<file path="src/rtl/gps_ca_acq.sv">
// GPS C/A-code serial acquisition engine.
// Slides a local Gold-code replica across the stream until one dwell agrees.
`timescale 1ns/1ps
module gps_ca_acq #(
  parameter int WINDOW = 64,
  parameter int THRESH = 60,
  localparam int CW = $clog2(WINDOW + 1)
) (
  input  logic          clk,
  input  logic          rst_n,
  input  logic          start,
  input  logic [5:0]    prn_num,
  input  logic          chip_in,
  input  logic          chip_valid,
  output logic          busy,
  output logic          locked,
  output logic          lock_fail,
  output logic [9:0]    code_phase,
  output logic [CW-1:0] corr_peak
);

  typedef enum logic [2:0] {
    IDLE, DWELL, SLIP, LOCK, FAIL
  } state_t;

  state_t        state, state_n;
  logic [9:0]    g1, g1_n;
  logic [9:0]    g2, g2_n;
  logic [9:0]    slip, slip_n;
  logic [9:0]    phase_n;
  logic [5:0]    prn, prn_n;
  logic [CW-1:0] agree, agree_n;
  logic [CW-1:0] wcnt, wcnt_n;
  logic [CW-1:0] maxc, maxc_n;
  logic [CW-1:0] peak_n;
  logic [CW-1:0] agree_inc;
  logic [CW-1:0] best;
  logic [3:0]    tap_a, tap_b;
  logic          replica;

  // G2 phase-select taps, stored zero-based (stage k is bit k-1)
  always_comb begin
    tap_a = 4'd0;
    tap_b = 4'd0;
    case (prn)
      6'd1:  begin tap_a = 4'd1; tap_b = 4'd5; end
      6'd2:  begin tap_a = 4'd2; tap_b = 4'd6; end
      6'd3:  begin tap_a = 4'd3; tap_b = 4'd7; end
      6'd4:  begin tap_a = 4'd4; tap_b = 4'd8; end
      6'd5:  begin tap_a = 4'd0; tap_b = 4'd8; end
      6'd6:  begin tap_a = 4'd1; tap_b = 4'd9; end
      6'd7:  begin tap_a = 4'd0; tap_b = 4'd7; end
      6'd8:  begin tap_a = 4'd1; tap_b = 4'd8; end
      6'd9:  begin tap_a = 4'd2; tap_b = 4'd9; end
      6'd10: begin tap_a = 4'd1; tap_b = 4'd2; end
      6'd11: begin tap_a = 4'd2; tap_b = 4'd3; end
      6'd12: begin tap_a = 4'd4; tap_b = 4'd5; end
      6'd13: begin tap_a = 4'd5; tap_b = 4'd6; end
      6'd14: begin tap_a = 4'd6; tap_b = 4'd7; end
      6'd15: begin tap_a = 4'd7; tap_b = 4'd8; end
      6'd16: begin tap_a = 4'd8; tap_b = 4'd9; end
      6'd17: begin tap_a = 4'd0; tap_b = 4'd3; end
      6'd18: begin tap_a = 4'd1; tap_b = 4'd4; end
      6'd19: begin tap_a = 4'd2; tap_b = 4'd5; end
      6'd20: begin tap_a = 4'd3; tap_b = 4'd6; end
      6'd21: begin tap_a = 4'd4; tap_b = 4'd7; end
      6'd22: begin tap_a = 4'd5; tap_b = 4'd8; end
      6'd23: begin tap_a = 4'd0; tap_b = 4'd2; end
      6'd24: begin tap_a = 4'd3; tap_b = 4'd5; end
      6'd25: begin tap_a = 4'd4; tap_b = 4'd6; end
      6'd26: begin tap_a = 4'd5; tap_b = 4'd7; end
      6'd27: begin tap_a = 4'd6; tap_b = 4'd8; end
      6'd28: begin tap_a = 4'd7; tap_b = 4'd9; end
      6'd29: begin tap_a = 4'd0; tap_b = 4'd5; end
      6'd30: begin tap_a = 4'd1; tap_b = 4'd6; end
      6'd31: begin tap_a = 4'd2; tap_b = 4'd7; end
      6'd32: begin tap_a = 4'd3; tap_b = 4'd8; end
      default: begin tap_a = 4'd0; tap_b = 4'd0; end
    endcase
  end

  // replica chip and the agreement count including the current chip
  always_comb begin
    replica   = g1[9] ^ g2[tap_a] ^ g2[tap_b];
    agree_inc = agree + CW'(chip_in == replica);
    best      = (agree_inc > maxc) ? agree_inc : maxc;
  end

  // next-state and datapath; start overrides everything else
  always_comb begin
    state_n = state;
    g1_n    = g1;
    g2_n    = g2;
    slip_n  = slip;
    prn_n   = prn;
    agree_n = agree;
    wcnt_n  = wcnt;
    maxc_n  = maxc;
    peak_n  = corr_peak;
    phase_n = code_phase;
    if (start) begin
      prn_n   = prn_num;
      g1_n    = '1;
      g2_n    = '1;
      slip_n  = '0;
      agree_n = '0;
      wcnt_n  = '0;
      maxc_n  = '0;
      peak_n  = '0;
      phase_n = '0;
      if (prn_num == 6'd0 || prn_num > 6'd32)
        state_n = FAIL;
      else
        state_n = DWELL;
    end else begin
      case (state)
        DWELL: begin
          if (chip_valid) begin
            g1_n    = {g1[8:0], g1[2] ^ g1[9]};
            g2_n    = {g2[8:0], g2[1] ^ g2[2] ^ g2[5]
                               ^ g2[7] ^ g2[8] ^ g2[9]};
            agree_n = agree_inc;
            wcnt_n  = wcnt + CW'(1);
            if (wcnt == CW'(WINDOW - 1)) begin
              if (agree_inc >= CW'(THRESH)) begin
                state_n = LOCK;
                peak_n  = agree_inc;
                phase_n = (slip == 10'd0) ? 10'd0
                                          : 10'd1023 - slip;
              end else begin
                maxc_n = best;
                if (slip == 10'd1022) begin
                  state_n = FAIL;
                  peak_n  = best;
                end else begin
                  state_n = SLIP;
                end
              end
            end
          end
        end
        SLIP: begin
          if (chip_valid) begin
            slip_n  = slip + 10'd1;
            agree_n = '0;
            wcnt_n  = '0;
            state_n = DWELL;
          end
        end
        default: ;
      endcase
    end
  end

  // state and datapath registers
  always_ff @(posedge clk or negedge rst_n) begin
    if (!rst_n) begin
      state      <= IDLE;
      g1         <= '1;
      g2         <= '1;
      slip       <= '0;
      prn        <= '0;
      agree      <= '0;
      wcnt       <= '0;
      maxc       <= '0;
      corr_peak  <= '0;
      code_phase <= '0;
    end else begin
      state      <= state_n;
      g1         <= g1_n;
      g2         <= g2_n;
      slip       <= slip_n;
      prn        <= prn_n;
      agree      <= agree_n;
      wcnt       <= wcnt_n;
      maxc       <= maxc_n;
      corr_peak  <= peak_n;
      code_phase <= phase_n;
    end
  end

  // status flags decode straight from the state register
  always_comb begin
    busy      = (state == DWELL) || (state == SLIP);
    locked    = (state == LOCK);
    lock_fail = (state == FAIL);
  end

endmodule

</file>
<file path="config.mk">
export PLATFORM = sky130hd
export DESIGN_NAME = gps_ca_acq
export DESIGN_NICKNAME = d
export VERILOG_FILES = /design/src/rtl/gps_ca_acq.sv
export SDC_FILE = /design/constraint.sdc
export NUM_CORES = 1
export LEC_CHECK = 0
export CAP_MARGIN = 20
export CORE_MARGIN = 5
export CORE_UTILIZATION = 60
export DETAILED_ROUTE_END_ITERATION = 10
export PLACE_DENSITY_LB_ADDON = 0.2
export SYNTH_ARGS = -nofsm -noshare
export SYNTH_HDL_FRONTEND = slang
export SYNTH_SLANG_ARGS = --single-unit
</file>
<file path="constraint.sdc">
create_clock -name clk -period 5.7 [get_ports clk]
set_input_delay 0.57 -clock clk [delete_from_list [all_inputs] [get_ports clk]]
set_output_delay 0.57 -clock clk [all_outputs]
set_load 0.01 [all_outputs]
</file>
==> impl_metrics.yaml <==
status:
  status: "complete, no violations"
sta:
  hold_viol: 0
  clock_skew_ns: 0.008616
  drv_slew: 0
  max_freq_mhz: 187.5
  setup_viol: 0
  rsz0062_at_grt: "true"
  setup_slack_ns: 0.3676
  slew-limit-headroom_pct: 37.33
  worst_pin_slew_ns: 0.9401
  fin_crit_ns: 5.332
  post-route-period-util_pct: 93.55
finish:
  diodes: 0
  n_fill_cell: 592
  drive_above_1_share_pct: 13.92
  ff_latch_area_um2: 1954
  nets: 574
  multiInputGateArea_um2: 2539
  fin_util_pct: 69.24
  syn2layout_area_growth_pct: 13.70
synthesis:
  synth-async-reset-ratio_pct: 100.0
  ys_types: 60
  synth.most_common_cell: "nand2_1"
  synth-edff-count: 0
  synth_fp_nets: 543
  synth_top_area_share_pct: 30.63
  ys_ff_latch: 77
  avgSynthCellArea_um2: 9.131
  ys_top_cells_by_area: "dfrtp_1 (31%), dfstp_2 (11%), nand2_1 (7.0%)"
  synth_warnings: 0
  synth_commonest_cells: "nand2_1 (87), dfrtp_1 (57), nor2_1 (38)"
  syn_inst: 510
  yosysTopAreaCell: "dfrtp_1"
  ys_seq_area_share_pct: 41.91
  synth-main-ff-cell: "dfrtp_1"
  netlist_area_um2: 4657
cts:
  clockBufferDepth: 2
  clock_sinks: 77
  clk_pin_slew_ns: 0.09
  ctsHoldBuffers: 0
  cts_tree: "yes"
  clockRootBuffer: "clkbuf_8"
  cts_max_level: 3
  cts_buffers: 9
  clk_latency_ns: 0.35
critical_path:
  worstPathArrival_ns: 5.61
  critPathKind: "reg2reg"
  ff2ff_setup_slack_ns: 0.37
  cp_max_fo: 8
  worstReg2RegEnd: "corr_peak[4]$_DFFE_PN0P_"
  r2r-start: "prn[0]$_DFFE_PN0P_"
  endpoint_kind: "flop"
  reg2regPathDepth: 24
  worstPathRequired_ns: 5.98
  critPathLaunchType: "flop"
power:
  p_comb_share_pct: 32.6
  vdd_ir_drop_max_mv: 0.2732
  seq_power_share_pct: 42.2
  p_total_mw: 1.509
  power_density_nw_per_um2: 285.0
  p_int_uw: 989.9
  power.leakage_nw: 2.289
  p_clk_share_pct: 25.2
  switching_power_uw: 519.3
  netSwitchingFraction_pct: 34.41
die:
  die_area_um2: 9624
  std_cell_rows: 32
  initial_core_util_pct: 60.90
  die_x_um: 98.10
  core_area_um2: 7647
  ios: 31
  die_h_um: 98.10
route:
  drt-total-wl_mm: 10.08
  ant_nets: 0
  initialDrtViolationCount: 159
  vias: 3777
  wl_per_cell_um: 15.55
  routed_via_density: 5.829
  drtPass1Iterations: 5
  drc_errors: 0
placement:
  hpwl_mm: 6.920
  finalWeightedCongestion: 0.9075
  pre_cts_ws_ns: 0.1347
  io_buffers: 30
global_route:
  grt_start_max_net_pins: 78
  grt_overflow: 0
  grt_pass1_vias: 3682
  grt_pass1_wl_mm: 17.68
  grtUsageTotal_pct: 21.94
  antenna_found_initial: 0
run:
  maxCapViolCount: 0
hold_path:
  hp-class: "in2async"
## cell type report
class / instances / area share, %
clock buffers: 10 / 2.410
multi-input cells: 387 / 47.94
clock inverters: 6 / 0.8743
well taps: 102 / 2.410
repair buffers: 46 / 8.034
flip-flops and latches: 77 / 36.91
inverters: 20 / 1.418
## sequential cells by signal (all words and copies together) (netlist names)
signal,count
code_phase,10
g1,10
g2,10
slip,10
agree,7
corr_peak,7
maxc,7
wcnt,7
prn,6
state,3
## power by group through the flow
stage | Sequential (mW) | Combinational, mW | Clock [mW]
finish | 0.637 | 0.493 | 0.380
global route | 0.644 | 0.543 | 0.415
CTS | 0.637 | 0.474 | 0.387
detailed placement | 0.646 | 0.466 | 0
global placement | 0.645 | 0.450 | 0
floorplan | 0.635 | 0.328 | 0
## routing by layer
metal	up-vias	global-route usage [%]	routed length (um)
met3	10	3.500	337
met1	1826	30.69	4695
met4	0	6.922	104
met2	81	35.13	4939
li1	1860	-	-
met5	-	0	0
## kinds of logic (layout without fill, tap and decap cells)
| family | Yosys count | after routing | synth area share [%] |
|---|---|---|---|
| mux | 22 | 22 | 5.481 |
| buf+inv | 46 | 82 | 4.164 |
| compound gates | 107 | 107 | 15.61 |
| flops | 77 | 77 | 41.91 |
| fa+ha+maj | 22 | 22 | 5.911 |
| xor+xnor | 28 | 28 | 5.266 |
| simple gates | 208 | 208 | 21.66 |
## layout by cell type, fill, tap and decap left out, drive strengths merged, types with 10 or more instances in the layout
cell type,instances
dfrtp,57
xor2,12
buf,17
mux2i,12
clkbuf,10
nor2,38
a21oi,19
clkdlybuf4s50,29
inv,23
a22o,12
xnor2,16
ha,22
nand2,87
nor3,10
nand3b,20
o31ai,13
o21ai,32
dfstp,20
## critical path, stage by stage (launching register included)
cell       delay [ns]
dfrtp_2          0.43
inv_1            0.14
ha_1             0.36
mux2i_1          0.10
a211oi_2         0.27
o31a_1           0.24
mux4_2           0.52
nand4b_1         0.11
o41ai_1          0.09
a2111oi_2        0.31
xnor2_1          0.19
ha_1             0.19
ha_1             0.22
nand3_1          0.18
xnor2_2          0.18
ha_1             0.30
a21o_1           0.18
a21oi_1          0.13
nor2b_1          0.08
o31ai_2          0.26
buf_4            0.21
nor2_1           0.06
a211oi_1         0.31
a21oi_1          0.08
o21ai_1          0.12
## worst max-delay path by stage
stage                                   from                       end  slack, ns  cells past startpoint
after global placement    prn[0]$_DFFE_PN0P_  corr_peak[2]$_DFFE_PN0P_       0.36                     24
final                     prn[0]$_DFFE_PN0P_  corr_peak[4]$_DFFE_PN0P_       0.37                     24
after global routing      prn[0]$_DFFE_PN0P_  corr_peak[4]$_DFFE_PN0P_      -0.03                     24
after detailed placement  prn[0]$_DFFE_PN0P_  corr_peak[2]$_DFFE_PN0P_       0.13                     23
after CTS                 prn[0]$_DFFE_PN0P_  corr_peak[4]$_DFFE_PN0P_       0.05                     24
after floorplan           prn[0]$_DFFE_PN0P_       maxc[0]$_DFFE_PN0P_       0.43                     22
## what timing repair did
item | 4_1_cts | 5_1_grt
setup buffers | 0 | 2
gates resized for setup | 0 | 8
endpoints found under the hold margin | 0 | 0
endpoints found under the setup margin | 0 | 13
## per-stage QoR
stage / cell area, um2 / hold WS, ns / cells / setup TNS (ns)
after global routing: 5295 / 0.4403 / 648 / -0.06468
after global placement: 5061 / 0.4602 / 629 / 0
after CTS: 5235 / 0.3900 / 645 / 0
after detailed placement: 5061 / 0.4655 / 629 / 0
final: 5295 / 0.3565 / 648 / 0
after floorplan: 4657 / 0.2744 / 510 / 0
(Power assumes the default switching activity.)
